<file path="src/rtl/sram_arb_pkg.sv">
// Shared types and constants for the SRAM arbiter: owner tags for the
// two-stage access pipeline, default address width, streak counter width.
package sram_arb_pkg;

    localparam int SRAM_AW  = 14;
    localparam int STREAK_W = 4;

    typedef enum logic [1:0] {
        OWN_NONE   = 2'd0,
        OWN_CPU_RD = 2'd1,
        OWN_CPU_WR = 2'd2,
        OWN_VID_RD = 2'd3
    } owner_e;

endpackage

</file>
<file path="src/rtl/sram_arb_pick.sv">
// Combinational grant selection: video wins unless the CPU has waited
// VID_MAX_STREAK consecutive video grants.
module sram_arb_pick
    import sram_arb_pkg::*;
#(
    parameter int VID_MAX_STREAK = 4
) (
    input  logic                reset,
    input  logic                cpu_req,
    input  logic                vid_req,
    input  logic [STREAK_W-1:0] streak,
    output logic                cpu_gnt,
    output logic                vid_gnt,
    output logic [STREAK_W-1:0] streak_nxt
);

    localparam logic [STREAK_W-1:0] MAX_STREAK = STREAK_W'(VID_MAX_STREAK);

    always_comb begin
        cpu_gnt    = 1'b0;
        vid_gnt    = 1'b0;
        streak_nxt = '0;
        if (!reset) begin
            if (vid_req && !(cpu_req && streak >= MAX_STREAK))
                vid_gnt = 1'b1;
            else if (cpu_req)
                cpu_gnt = 1'b1;
        end
        // Only a video grant that leaves the CPU waiting extends the streak.
        if (vid_gnt && cpu_req)
            streak_nxt = (streak >= MAX_STREAK) ? MAX_STREAK : streak + 1'b1;
    end

endmodule

</file>
<file path="src/rtl/sram_arbiter.sv">
// Two-requester arbiter for the external async SRAM: grant, registered
// address/write stage, then read-data return stage tagged by owner.
module sram_arbiter
    import sram_arb_pkg::*;
#(
    parameter int AW             = SRAM_AW,
    parameter int VID_MAX_STREAK = 4
) (
    input  logic          clk_core,
    input  logic          reset,
    input  logic          cpu_req,
    input  logic          cpu_we,
    input  logic [AW-1:0] cpu_addr,
    input  logic [15:0]   cpu_wdata,
    output logic          cpu_gnt,
    output logic          cpu_rvalid,
    output logic [15:0]   cpu_rdata,
    input  logic          vid_req,
    input  logic [AW-1:0] vid_addr,
    output logic          vid_gnt,
    output logic          vid_rvalid,
    output logic [15:0]   vid_rdata,
    output logic [AW-1:0] sram_a,
    output logic          sram_wr,
    output logic [15:0]   host_to_sram,
    input  logic [15:0]   sram_to_host
);

    logic [STREAK_W-1:0] streak, streak_nxt;
    owner_e              owner1, owner1_nxt;

    sram_arb_pick #(.VID_MAX_STREAK(VID_MAX_STREAK)) u_pick (
        .reset      (reset),
        .cpu_req    (cpu_req),
        .vid_req    (vid_req),
        .streak     (streak),
        .cpu_gnt    (cpu_gnt),
        .vid_gnt    (vid_gnt),
        .streak_nxt (streak_nxt)
    );

    always_comb begin
        owner1_nxt = OWN_NONE;
        if (vid_gnt)
            owner1_nxt = OWN_VID_RD;
        else if (cpu_gnt)
            owner1_nxt = cpu_we ? OWN_CPU_WR : OWN_CPU_RD;
    end

    always_ff @(posedge clk_core) begin
        if (reset) begin
            streak       <= '0;
            owner1       <= OWN_NONE;
            sram_a       <= '0;
            sram_wr      <= 1'b0;
            host_to_sram <= '0;
            cpu_rvalid   <= 1'b0;
            vid_rvalid   <= 1'b0;
            cpu_rdata    <= '0;
            vid_rdata    <= '0;
        end else begin
            streak  <= streak_nxt;
            owner1  <= owner1_nxt;
            sram_wr <= cpu_gnt & cpu_we;
            // Address holds when idle so the pads see no toggling.
            if (vid_gnt)
                sram_a <= vid_addr;
            else if (cpu_gnt)
                sram_a <= cpu_addr;
            if (cpu_gnt && cpu_we)
                host_to_sram <= cpu_wdata;

            cpu_rvalid <= (owner1 == OWN_CPU_RD);
            vid_rvalid <= (owner1 == OWN_VID_RD);
            if (owner1 == OWN_CPU_RD)
                cpu_rdata <= sram_to_host;
            if (owner1 == OWN_VID_RD)
                vid_rdata <= sram_to_host;
        end
    end

endmodule
</file>
<file path="config.mk">
export PLATFORM = sky130hd
export DESIGN_NAME = sram_arbiter
export DESIGN_NICKNAME = d
export VERILOG_FILES = /design/src/rtl/sram_arb_pkg.sv /design/src/rtl/sram_arb_pick.sv /design/src/rtl/sram_arbiter.sv
export SDC_FILE = /design/constraint.sdc
export NUM_CORES = 1
export LEC_CHECK = 0
export ABC_AREA = 1
export ABC_CLOCK_PERIOD_IN_PS = 1600
export BUFFER_PORTS_ARGS = -buffer_cell sky130_fd_sc_hd__buf_2
export CORE_ASPECT_RATIO = 1.75
export CORE_UTILIZATION = 45
export CTS_CLUSTER_SIZE = 10
export DETAILED_ROUTE_END_ITERATION = 7
export GPL_ROUTABILITY_DRIVEN = 1
export PLACE_DENSITY = 0.78
export SKIP_LAST_GASP = 1
export SLEW_MARGIN = 20
export SYNTH_ARGS = -nofsm -noshare
export SYNTH_HDL_FRONTEND = slang
export SYNTH_SLANG_ARGS = --single-unit
</file>
<file path="constraint.sdc">
create_clock -name clk_core -period 1.6 [get_ports clk_core]
set_input_delay 0.24 -clock clk_core [delete_from_list [all_inputs] [get_ports clk_core]]
set_output_delay 0.24 -clock clk_core [all_outputs]
set_load 0.01 [all_outputs]
</file>
* Word-level counts from Yosys, hierarchy flattened
Index checks and enable logic that the tools add are counted.
** Cells by class
- Eq/ne operators :: 2
- Reductions and logical operators :: 8
- Bitwise logic cells :: 2
- $lt $le $gt $ge :: 1
- Add/sub/neg operators :: 1
- Multiplexer cells :: 11
** Operators with widths (number)
- $mux 14 :: 2
- $mux 2 :: 3
- $mux 1 :: 5
- $add 4x1->4 const B :: 1
- $ge 4x3->1 const B :: 1
- $logic_and 1x1->1 :: 4
- $mux 3 :: 1
- $reduce_or 3->1 :: 1
- $eq 2x1->1 const B :: 1
- $eq 2x2->1 const B :: 1
- $reduce_bool 2->1 :: 1
- $reduce_or 2->1 :: 1
- $and 1x1->1 :: 1
- $logic_not 1->1 :: 1
- $not 1->1 :: 1
** Storage, ports and cells
- Input bits :: 65
- Logic and storage cells :: 35
- Output and inout bits :: 67
- Register bits :: 71

* Depth between registers and ports, before layout
Gate-level depths: netlist of run 1.
- Word-level depth :: 9
- Depth in mapped cells :: 8
- Gate-level depth less buffers :: 7

* Hierarchy
Synthesis of run 1 repeated with hierarchy kept, for this count alone.
** Unflattened totals
- Cells, all modules :: 360
- Area total of the unflattened synthesis :: 2762.6 µm²
** By module, submodules not included
- sram_arbiter :: instances 1, cells each 341, seq. area each 1421.4 µm², area each 2657.5 µm²
- sram_arb_pick :: instances 1, cells each 19, seq. area each 0.0 µm², area each 105.1 µm²

* Least setup slack after synthesis of run 1
OpenSTA, ideal clock, no wires.
- Path kind :: register to output
- Start :: register streak[3]
- End :: output port cpu_gnt
- Slack :: 406 ps
- Arrival time :: 954 ps
- Buffers on the path :: 1
- Required time :: 1360 ps
- Cell stages (with the launch flop) :: 6
- Path through :: dfxtp_1 -> o21ai_4 -> nand2_4 -> buf_2 -> nand2_1 -> inv_1
** On the way
- Word-level cells in the longest chain between the ends :: 6
** Ends and longest elaborated chain
- start, declared :: RTL line sram_arbiter.sv:29 : logic [STREAK_W-1:0] streak, streak_nxt;
- start signal, assigned :: RTL line sram_arbiter.sv:62 : streak <= streak_nxt;
- $ge 4x3->1 :: RTL line sram_arb_pick.sv:24 : if (vid_req && !(cpu_req && streak >= MAX_STREAK))
- $logic_and 1x1->1 :: RTL line sram_arb_pick.sv:24
- $logic_not 1->1 :: RTL line sram_arb_pick.sv:24
- $logic_and 1x1->1 :: RTL line sram_arb_pick.sv:24
- $mux 1 :: RTL line sram_arb_pick.sv:24
- $mux 1 :: RTL line sram_arb_pick.sv:23 : if (!reset) begin
- end, declared :: RTL line sram_arbiter.sv:15 : output logic cpu_gnt,
Every way passes these cells.

* Final worst setup path of run 1
- Start :: register streak[2]
- End :: output port vid_gnt
** On the way
- Word-level cells in the longest chain between the ends :: 6
** Ends and longest elaborated chain
- $ge 4x3->1 :: RTL line sram_arb_pick.sv:24
- $logic_and 1x1->1 :: RTL line sram_arb_pick.sv:24
- $logic_not 1->1 :: RTL line sram_arb_pick.sv:24
- $logic_and 1x1->1 :: RTL line sram_arb_pick.sv:24
- $mux 1 :: RTL line sram_arb_pick.sv:24
- $mux 1 :: RTL line sram_arb_pick.sv:23
- end, declared :: RTL line sram_arbiter.sv:20 : output logic vid_gnt,
Every way passes these cells.

==> results of run 1 <==
[layout make-up]
cell class | count | area share (%)
inverters | 57 | 5.63
repair buffers | 145 | 19.9
clock buffers | 10 | 3.60
clock inverters | 5 | 0.655
flip-flops and latches | 71 | 37.2
well taps | 80 | 2.62
multi-input cells | 235 | 30.4
[path summary, 6_finish.rpt]
path / slack (ns) / to / from / cells after the start
setup / recovery: 0.02 / vid_gnt / streak[2] / 4
hold / removal: 0.11 / cpu_rvalid / reset / 2
setup reg to reg: 0.21 / host_to_sram[4] / streak[2] / 7
hold reg to reg: 0.42 / streak[0] / streak[0] / 1
[sequential cells by signal, summed over array words and instances, names as in the netlist]
register      flops
host_to_sram     16
vid_rvalid        1
cpu_rvalid        1
streak            4
cpu_rdata        16
sram_wr           1
owner1            2
vid_rdata        16
sram_a           14
[cell usage after synthesis]
master / count / area, um^2
a21oi_1: 14 / 70.1
buf_1: 2 / 7.51
buf_2: 11 / 55.1
buf_4: 2 / 15.0
buf_6: 1 / 11.3
clkbuf_1: 8 / 30.0
clkbuf_2: 1 / 5.00
clkinv_1: 1 / 3.75
clkinv_2: 1 / 5.00
conb_1: 1 / 3.75
dfxtp_1: 71 / 1420
ha_1: 1 / 12.5
inv_1: 54 / 203
inv_2: 1 / 3.75
nand2_1: 36 / 135
nand2_2: 1 / 6.26
nand2_4: 1 / 11.3
nand3_2: 1 / 10.0
nand3_4: 1 / 17.5
nand4_1: 30 / 188
nor2_1: 85 / 319
nor2_4: 1 / 11.3
nor3_1: 1 / 5.00
o21ai_0: 46 / 230
o21ai_1: 1 / 5.00
o21ai_4: 1 / 16.3
o31ai_1: 14 / 105
[layer usage]
metal	vias up	share of wire, %
li1	1505	-
met4	0	2.6
met3	16	4.8
met2	101	52
met5	-	0
met1	1284	41
[timing repair]
action / CTS / global route
gates resized for setup: 0 / 2
endpoints found under the setup margin: 0 / 2
endpoints found under the hold margin: 0 / 0
buffers inserted: 0 / 4
[logic make-up (layout without fill, tap and decap cells)]
group	Yosys count	in the layout	share of synthesized area, %
compound gates	76	76	14.7
buf+inv	82	217	11.7
flops	71	71	48.9
fa+ha+maj	1	1	0.430
simple gates	157	157	24.2
other cells	1	1	0.129
[metrics by stage]
| step | util, % | worst slack [ns] | hold WS, ns |
|---|---|---|---|
| 2_1_floorplan | - | 0.406 | 0.312 |
| 3_3_place_gp | 58.0 | 0.350 | 0.408 |
| 3_5_place_dp | 58.0 | 0.304 | 0.417 |
| 4_1_cts | 60.6 | 0.00265 | 0.0859 |
| 5_1_grt | 61.4 | -0.0888 | 0.0892 |
| 6_report | 61.4 | 0.0206 | 0.106 |
[report_power, final]
group | switching, mW | leakage [nW] | internal (mW)
registers | 0.0564 | 0.584 | 1.88
logic | 0.349 | 1.34 | 0.249
clock network | 0.627 | 0.0914 | 0.582
total | 1.03 | 2.02 | 2.71
==> reports/metrics.cfg, run 1 <==
[status]
outcome = finished, final reports clean

[worst_setup_path]
critical-path-max-stage-delay_ns = 0.34
crit_chain = o21ai_4, nand3_4, inv_1, buf_2
critPathSlowestCell = dfxtp_1
end_kind = output port
path_delay_family = flip-flops
arrival_ns = 1.34
worstPathRequired_ns = 1.36
cp-start-kind = flop
crit_buf_inv = 2
crit_type = reg -> out
crit_fanout = 7

[final_layout]
design_area_um2 = 3820
final_common_cell = buf_2
layout.nets = 585
multi_input_area_um2 = 1160
most-common-layout-cells = buf_2 (131), nor2_1 (85), dfxtp_1 (71)
regArea_um2 = 1420
final_cells = 603
fill_cells = 593
n_antenna_cell = 0
drive_gt1_share_pct = 32.1
area_growth_pct = 31.5

[detailed_routing]
avgRoutedWirePerCell_um = 11.8
antenna_violating_nets_post_route = 0
drt_iter0_drc = 182
first_pass_iters = 4
via_count = 2906
routed_via_density = 4.82
drc = 0
drt-total-wl_mm = 7.14

[cts]
cts_buffers = 9
root_buffer = clkbuf_8
cts_tree = yes
clock_sinks = 71
path_clk_slew_ns = 0.07
h-tree-depth = 3
hold_buffers = 0
clk-insertion-delay-late_ns = 0.34
cts_buffer_depth = 2

[global_route]
track_usage_pct = 21.2
grt_max_degree = 52
grt_use_met1_pct = 22.8
use_met2_pct = 37.7
antenna_found_initial = 0
grt_pass1_wl_mm = 11.2
grt-ovfl-total = 0
busiest_layer = met2
use_met3_pct = 5.06
grt_pass1_vias = 2549

[die]
dieArea_um2 = 6800
fp.dieH_um = 108
num_rows = 38
start_util_pct = 46.7
fp.coreArea_um2 = 6230
ios = 132
chipWidth_um = 62.8

[pwr]
power_density_nw_per_um2 = 980
power.total_mw = 3.75
peakVddDrop_mv = 0.668
total_leakage_power_nw = 2.02

[sta]
rsz0062_at_grt = yes
skew_ns = 0.00341
fmax_mhz = 633
slew_headroom_pct = 65.8
period_minus_slack_ns = 1.58
finalHoldViolCount = 0
slew_viol_final = 0
setup_tns_ns = 0
setup_viol = 0
tightest_slew_ns = 0.513
fin_crit_sh_pct = 98.7

[min_path]
worstHoldPathType = in -> reg

[synthesis]
synth_cells = 388
postSynthAreaPerCell_um2 = 7.49
yosysUniqueCellTypes = 27
yosysSeqAreaShare_pct = 48.9
yosysWarnings = 0
syn_nets = 454
ys_ff_latch = 71
netlist_area_um2 = 2910

[placed_design]
placed_area_um2 = 3610
place_congestion = 0.865
dp_hpwl_mm = 5.15
placedCellCount = 584
portBuffers = 131

[run]
max_cap_viol_count = 0

(Power assumes the default switching activity.)
==> inputs of run 2 (changes only) <==
--- a/config.mk
+++ b/config.mk
@@ -13,7 +13,7 @@
 export CTS_CLUSTER_SIZE = 10
 export DETAILED_ROUTE_END_ITERATION = 7
 export GPL_ROUTABILITY_DRIVEN = 1
-export PLACE_DENSITY = 0.78
+export PLACE_DENSITY = 0.77
 export SKIP_LAST_GASP = 1
 export SLEW_MARGIN = 20
 export SYNTH_ARGS = -nofsm -noshare
==> reports/metrics.cfg, run 2 (synthesized netlist as in run 1, its figures left out) <==
[die]
ios = 132  ; unchanged
dieArea_um2 = 6800  ; unchanged
fp.coreArea_um2 = 6230  ; unchanged
chipWidth_um = 62.8  ; unchanged
num_rows = 38  ; unchanged
fp.dieH_um = 108  ; unchanged
start_util_pct = 46.7  ; unchanged

[sta]
period_minus_slack_ns = 1.54  ; -0.0413 ns
skew_ns = 0.00352  ; +0.000114 ns
setup_viol = 0  ; unchanged
rsz0062_at_grt = yes
fin_ws_ns = 0.0619  ; +0.0413 ns
holdWs_ns = 0.119  ; +0.0128 ns
fmax_mhz = 650  ; +2.7%
slew_headroom_pct = 66.4  ; +0.63 points
setup_tns_ns = 0  ; unchanged
tightest_slew_ns = 0.504  ; -0.00949 ns
finalHoldViolCount = 0  ; unchanged
slew_viol_final = 0  ; unchanged
fin_crit_sh_pct = 96.1  ; -2.6 points

[pwr]
peakVddDrop_mv = 0.525  ; -21%
total_leakage_power_nw = 2.00  ; -0.94%
power_density_nw_per_um2 = 991  ; +1.2%
power.total_mw = 3.75  ; +0.19%

[detailed_routing]
drt_iter0_drc = 148  ; -19%
first_pass_iters = 4  ; unchanged
drt-total-wl_mm = 7.53  ; +5.4%
via_count = 2914  ; +0.28%
routed_via_density = 4.86  ; +0.94%
drc = 0  ; unchanged
avgRoutedWirePerCell_um = 12.6  ; +6.1%
antenna_violating_nets_post_route = 0  ; unchanged

[final_layout]
final_cells = 599  ; -0.66%
layout.nets = 582  ; -0.51%
area_growth_pct = 30.2
final_common_cell = buf_2
fill_cells = 619  ; +4.4%
regArea_um2 = 1420  ; unchanged
drive_gt1_share_pct = 31.2  ; -0.91 points
largestRegisters = cpu_rdata: 16 flops, host_to_sram: 16 flops, vid_rdata: 16 flops
multi_input_area_um2 = 1150  ; -1.4%
n_antenna_cell = 0  ; unchanged
most-common-layout-cells = buf_2 (131), nor2_1 (85), dfxtp_1 (71)

[cts]
cts_resized = 0  ; unchanged
cts_buffer_depth = 2  ; unchanged
root_buffer = clkbuf_8
cts_buffers = 9  ; unchanged
postCtsSetupRepairBufs = 0  ; unchanged
hold_buffers = 0  ; unchanged
path_clk_slew_ns = 0.07  ; about the same
h-tree-depth = 3  ; unchanged
cts_tree = yes
clock_sinks = 71  ; unchanged
clk-insertion-delay-late_ns = 0.33  ; about the same

[worst_setup_path]
critPathSlowestCell = dfxtp_1
end_kind = output port
cp-start-kind = flop
worstPathRequired_ns = 1.36  ; about the same
crit_chain = o21ai_4, nand2_4, nand2_1, inv_1, buf_2
crit_fanout = 18  ; +11
critical-path-max-stage-delay_ns = 0.33  ; about the same
arrival_ns = 1.30  ; -0.04 ns
crit_type = reg -> out

[min_path]
worstHoldPathType = in -> reg

[placed_design]
placedCellCount = 585  ; +0.17%
place_congestion = 0.787  ; -9.0%
dp_hpwl_mm = 5.47  ; +6.3%
pre_cts_ws_ns = 0.328  ; +0.0235 ns
portBuffers = 131  ; unchanged

[status]
outcome = finished, final reports clean

[global_route]
grt_pass1_vias = 2731  ; +7.1%
track_usage_pct = 22.6  ; +1.4 points
antenna_found_initial = 0  ; unchanged
grt_pass1_wl_mm = 12.1  ; +8.0%
grt_max_degree = 43  ; -17%
grt-ovfl-total = 0  ; unchanged

[run]
max_cap_viol_count = 0  ; unchanged

==> run 2: changes by cell type in the layout (fill, tap and decap cells not counted) <==
cell,change
nand3_4,-1
clkinv_2,-4
nand3_2,+1
clkbuf_8,+1
nand2_8,-1
clkbuf_1,+2
nand2_4,+1
buf_4,-3
==> run 2: critical path: cells and delay by family, from the launching register on <==
| family | cells | cell delay, ns |
|---|---|---|
| AND/OR/NAND/NOR | 2 | 0.27 |
| AO/OA/AOI/OAI | 1 | 0.20 |
| flip-flops | 1 | 0.33 |
| buffers and inverters | 2 | 0.17 |
==> run 2: metal layers <==
layer / GRT usage (%) / vias up / wire length, um
met4: 14.0 / 0 / 174
li1: - / 1502 / -
met3: 3.38 / 15 / 309
met2: 42.5 / 94 / 4020
met1: 23.1 / 1303 / 3020
met5: 0 / - / 0
==> run 2: path summary, 6_finish.rpt <==
| kind | from | endpoint | slack (ns) | cells past startpoint |
|---|---|---|---|---|
| min reg2reg | streak[0] | streak[0] | 0.43 | 1 |
| max | streak[3] | cpu_gnt | 0.06 | 5 |
| min | reset | vid_rvalid | 0.12 | 2 |
| max reg2reg | owner1[0] | cpu_rdata[15] | 0.34 | 5 |
==> run 2: final cells by class <==
class                           instances  share of cell area [%]
Sequential cell                        71                    37.6
Multi-Input combinational cell        235                    30.3
Timing Repair Buffer                  142                    19.5
Inverter                               57                    5.69
Clock buffer                           13                    4.20
Tap cell                               80                    2.64
Clock inverter                          1                   0.132
==> run 2: stage by stage <==
step	util [%]	instance area, um^2
after floorplan	-	2910
after global placement	58.1	3620
after detailed placement	58.1	3620
after CTS	60.8	3780
after global routing	60.8	3780
final	60.8	3780
==> run 2: power breakdown <==
group | switching, mW | total [mW] | internal (mW)
Sequential | 0.0609 | 1.94 | 1.88
Clock | 0.591 | 1.22 | 0.630
Combinational | 0.347 | 0.589 | 0.242
==> inputs of run 3 (changes only) <==
--- a/config.mk
+++ b/config.mk
@@ -6,16 +6,15 @@
 export NUM_CORES = 1
 export LEC_CHECK = 0
 export ABC_AREA = 1
-export ABC_CLOCK_PERIOD_IN_PS = 1600
+export ABC_CLOCK_PERIOD_IN_PS = 1400
 export BUFFER_PORTS_ARGS = -buffer_cell sky130_fd_sc_hd__buf_2
 export CORE_ASPECT_RATIO = 1.75
-export CORE_UTILIZATION = 45
+export CORE_UTILIZATION = 42
 export CTS_CLUSTER_SIZE = 10
 export DETAILED_ROUTE_END_ITERATION = 7
 export GPL_ROUTABILITY_DRIVEN = 1
-export PLACE_DENSITY = 0.77
+export PLACE_DENSITY = 0.76
 export SKIP_LAST_GASP = 1
-export SLEW_MARGIN = 20
 export SYNTH_ARGS = -nofsm -noshare
 export SYNTH_HDL_FRONTEND = slang
 export SYNTH_SLANG_ARGS = --single-unit
==> constraint.sdc (replaced) <==
create_clock -name clk_core -period 1.4 [get_ports clk_core]
set_input_delay 0.21 -clock clk_core [delete_from_list [all_inputs] [get_ports clk_core]]
set_output_delay 0.21 -clock clk_core [all_outputs]
set_load 0.01 [all_outputs]
==> reports/metrics.cfg, run 3 (synthesized netlist as in run 1, its figures left out) <==
[sta]
skew_ns = 0.00518  ; +0.00166 ns
fmax_mhz = 713
fin_crit_sh_pct = 100
finalHoldViolCount = 0  ; unchanged
holdWs_ns = 0.0921  ; -0.0268 ns
slew_headroom_pct = 66.6  ; +0.26 points
setup_tns_ns = -0.00227  ; -0.00227 ns
tightest_slew_ns = 0.500  ; -0.00385 ns
fin_ws_ns = -0.00227  ; -0.0642 ns
rsz0062_at_grt = yes
slew_viol_final = 0  ; unchanged
period_minus_slack_ns = 1.40
setup_viol = 1  ; +1

[worst_setup_path]
cp-start-kind = flop
crit_chain = o21ai_4, nand2_4, nand2_2, inv_1, buf_2
r2r_slack_ns = 0.09  ; -0.25 ns
critPathSlowestCell = dfxtp_2
crit_fanout = 4  ; -14
crit_buf_inv = 2  ; unchanged
arrival_ns = 1.19  ; -0.11 ns
path_delay_family = flip-flops
crit_type = reg -> out
r2r_start = streak[3]
critical-path-max-stage-delay_ns = 0.33  ; about the same
worstPathRequired_ns = 1.19  ; -0.17 ns
r2r_cells = 7  ; +2
end_kind = output port
r2r-end = host_to_sram[6]

[pwr]
total_leakage_power_nw = 2.08  ; +4.1%
power.total_mw = 4.97  ; +32%
peakVddDrop_mv = 0.790  ; +51%
power_density_nw_per_um2 = 1250  ; +26%

[final_layout]
most-common-layout-cells = buf_2 (131), nor2_1 (85), dfxtp_1 (69)
layout.nets = 590  ; +1.4%
drive_gt1_share_pct = 33.2  ; +2.0 points
area_growth_pct = 36.4
largestRegisters = cpu_rdata: 16 flops, host_to_sram: 16 flops, vid_rdata: 16 flops
design_area_um2 = 3970  ; +4.8%
final_common_cell = buf_2
n_antenna_cell = 0  ; unchanged

[cts]
root_buffer = clkbuf_16
path_clk_slew_ns = 0.05  ; -0.02 ns
clock_sinks = 71  ; unchanged
clk-insertion-delay-late_ns = 0.33  ; about the same
h-tree-depth = 3  ; unchanged
cts_tree = yes
cts_buffers = 9  ; unchanged
cts_buffer_depth = 2  ; unchanged

[placed_design]
portBuffers = 131  ; unchanged
place_congestion = 0.801  ; +1.8%
dp_hpwl_mm = 5.39  ; -1.6%
pre_cts_ws_ns = 0.107  ; -0.221 ns
placed_area_um2 = 3640  ; +0.48%

[die]
fp.dieH_um = 112  ; +3.4%
ios = 132  ; unchanged
num_rows = 39  ; +2.6%
dieArea_um2 = 7270  ; +7.0%
fp.coreArea_um2 = 6590  ; +5.8%
start_util_pct = 44.1  ; -2.5 points
chipWidth_um = 64.9  ; +3.4%

[status]
violations = setup timing
outcome = complete, but fails checks

[min_path]
min_path_cells = 2  ; unchanged
worstHoldPathType = in -> reg
min_from = reset
min_to = vid_rvalid

[detailed_routing]
drt_iter0_drc = 170  ; +15%
first_pass_iters = 4  ; unchanged
via_count = 3003  ; +3.1%
drc = 0  ; unchanged
avgRoutedWirePerCell_um = 12.7  ; +1.3%
routed_via_density = 4.93  ; +1.4%
antenna_violating_nets_post_route = 0  ; unchanged
drt-total-wl_mm = 7.75  ; +3.0%

[run]
max_cap_viol_count = 0  ; unchanged

[global_route]
grt_pass1_vias = 2852  ; +4.4%
antenna_found_initial = 0  ; unchanged
grt-ovfl-total = 0  ; unchanged
grt_pass1_wl_mm = 12.3  ; +2.3%
track_usage_pct = 22.0  ; -0.65 points
grt_max_degree = 42  ; -2.3%

-- run 3: worst max-delay path by stage --
stage | cells past startpoint | slack, ns | endpoint | start
finish | 5 | -0.002 | cpu_gnt | streak[3]
CTS | 5 | -0.009 | cpu_gnt | streak[2]
floorplan | 5 | 0.24 | cpu_gnt | streak[3]
global route | 5 | -0.05 | cpu_gnt | streak[3]
detailed placement | 5 | 0.11 | sram_a[1] | streak[3]
global placement | 5 | 0.16 | sram_a[0] | streak[3]
-- run 3: final cells by class --
type	count	area, um^2
Sequential cell	71	1420
Tap cell	82	103
Inverter	57	215
Fill cell	641	2620
Clock inverter	1	5.00
Clock buffer	13	260
Timing Repair Buffer	150	798
Multi-Input combinational cell	235	1160
-- run 3: power by group --
group | switching (mW) | total (mW) | internal (mW)
Clock | 0.766 | 2.04 | 1.27
Sequential | 0.0682 | 2.22 | 2.16
Combinational | 0.410 | 0.704 | 0.295
Total | 1.24 | 4.97 | 3.72
-- run 3: stage by stage --
| step | utilization [%] | cells |
|---|---|---|
| after global routing | 60.2 | 609 |
| final | 60.2 | 609 |
| after CTS | 60.0 | 608 |
| after detailed placement | 55.2 | 589 |
| after floorplan | - | 388 |
| after global placement | 55.2 | 589 |
-- run 3: worst reg2reg max path, cell delays in order (launching register included) --
cell and delay (ns):
dfxtp_2 0.33, o21ai_4 0.23, nand2_4 0.08, buf_4 0.19, nand3_4 0.18, nand2_1 0.09
inv_1 0.07, nor2_1 0.04
-- run 3: layer usage --
layer	track usage (%)	share of wire, %	up-vias
li1	-	-	1518
met1	23.4	39	1341
met5	0	0	-
met3	4.17	5.0	23
met4	13.5	3.5	0
met2	38.6	53	121
-- run 3: what timing repair did --
action                                  CTS  global route
endpoints found under the setup margin    2            10
buffers inserted                          5             2
resized for setup                         3             3
hold buffers                              0             0
pin swaps                                 3             3
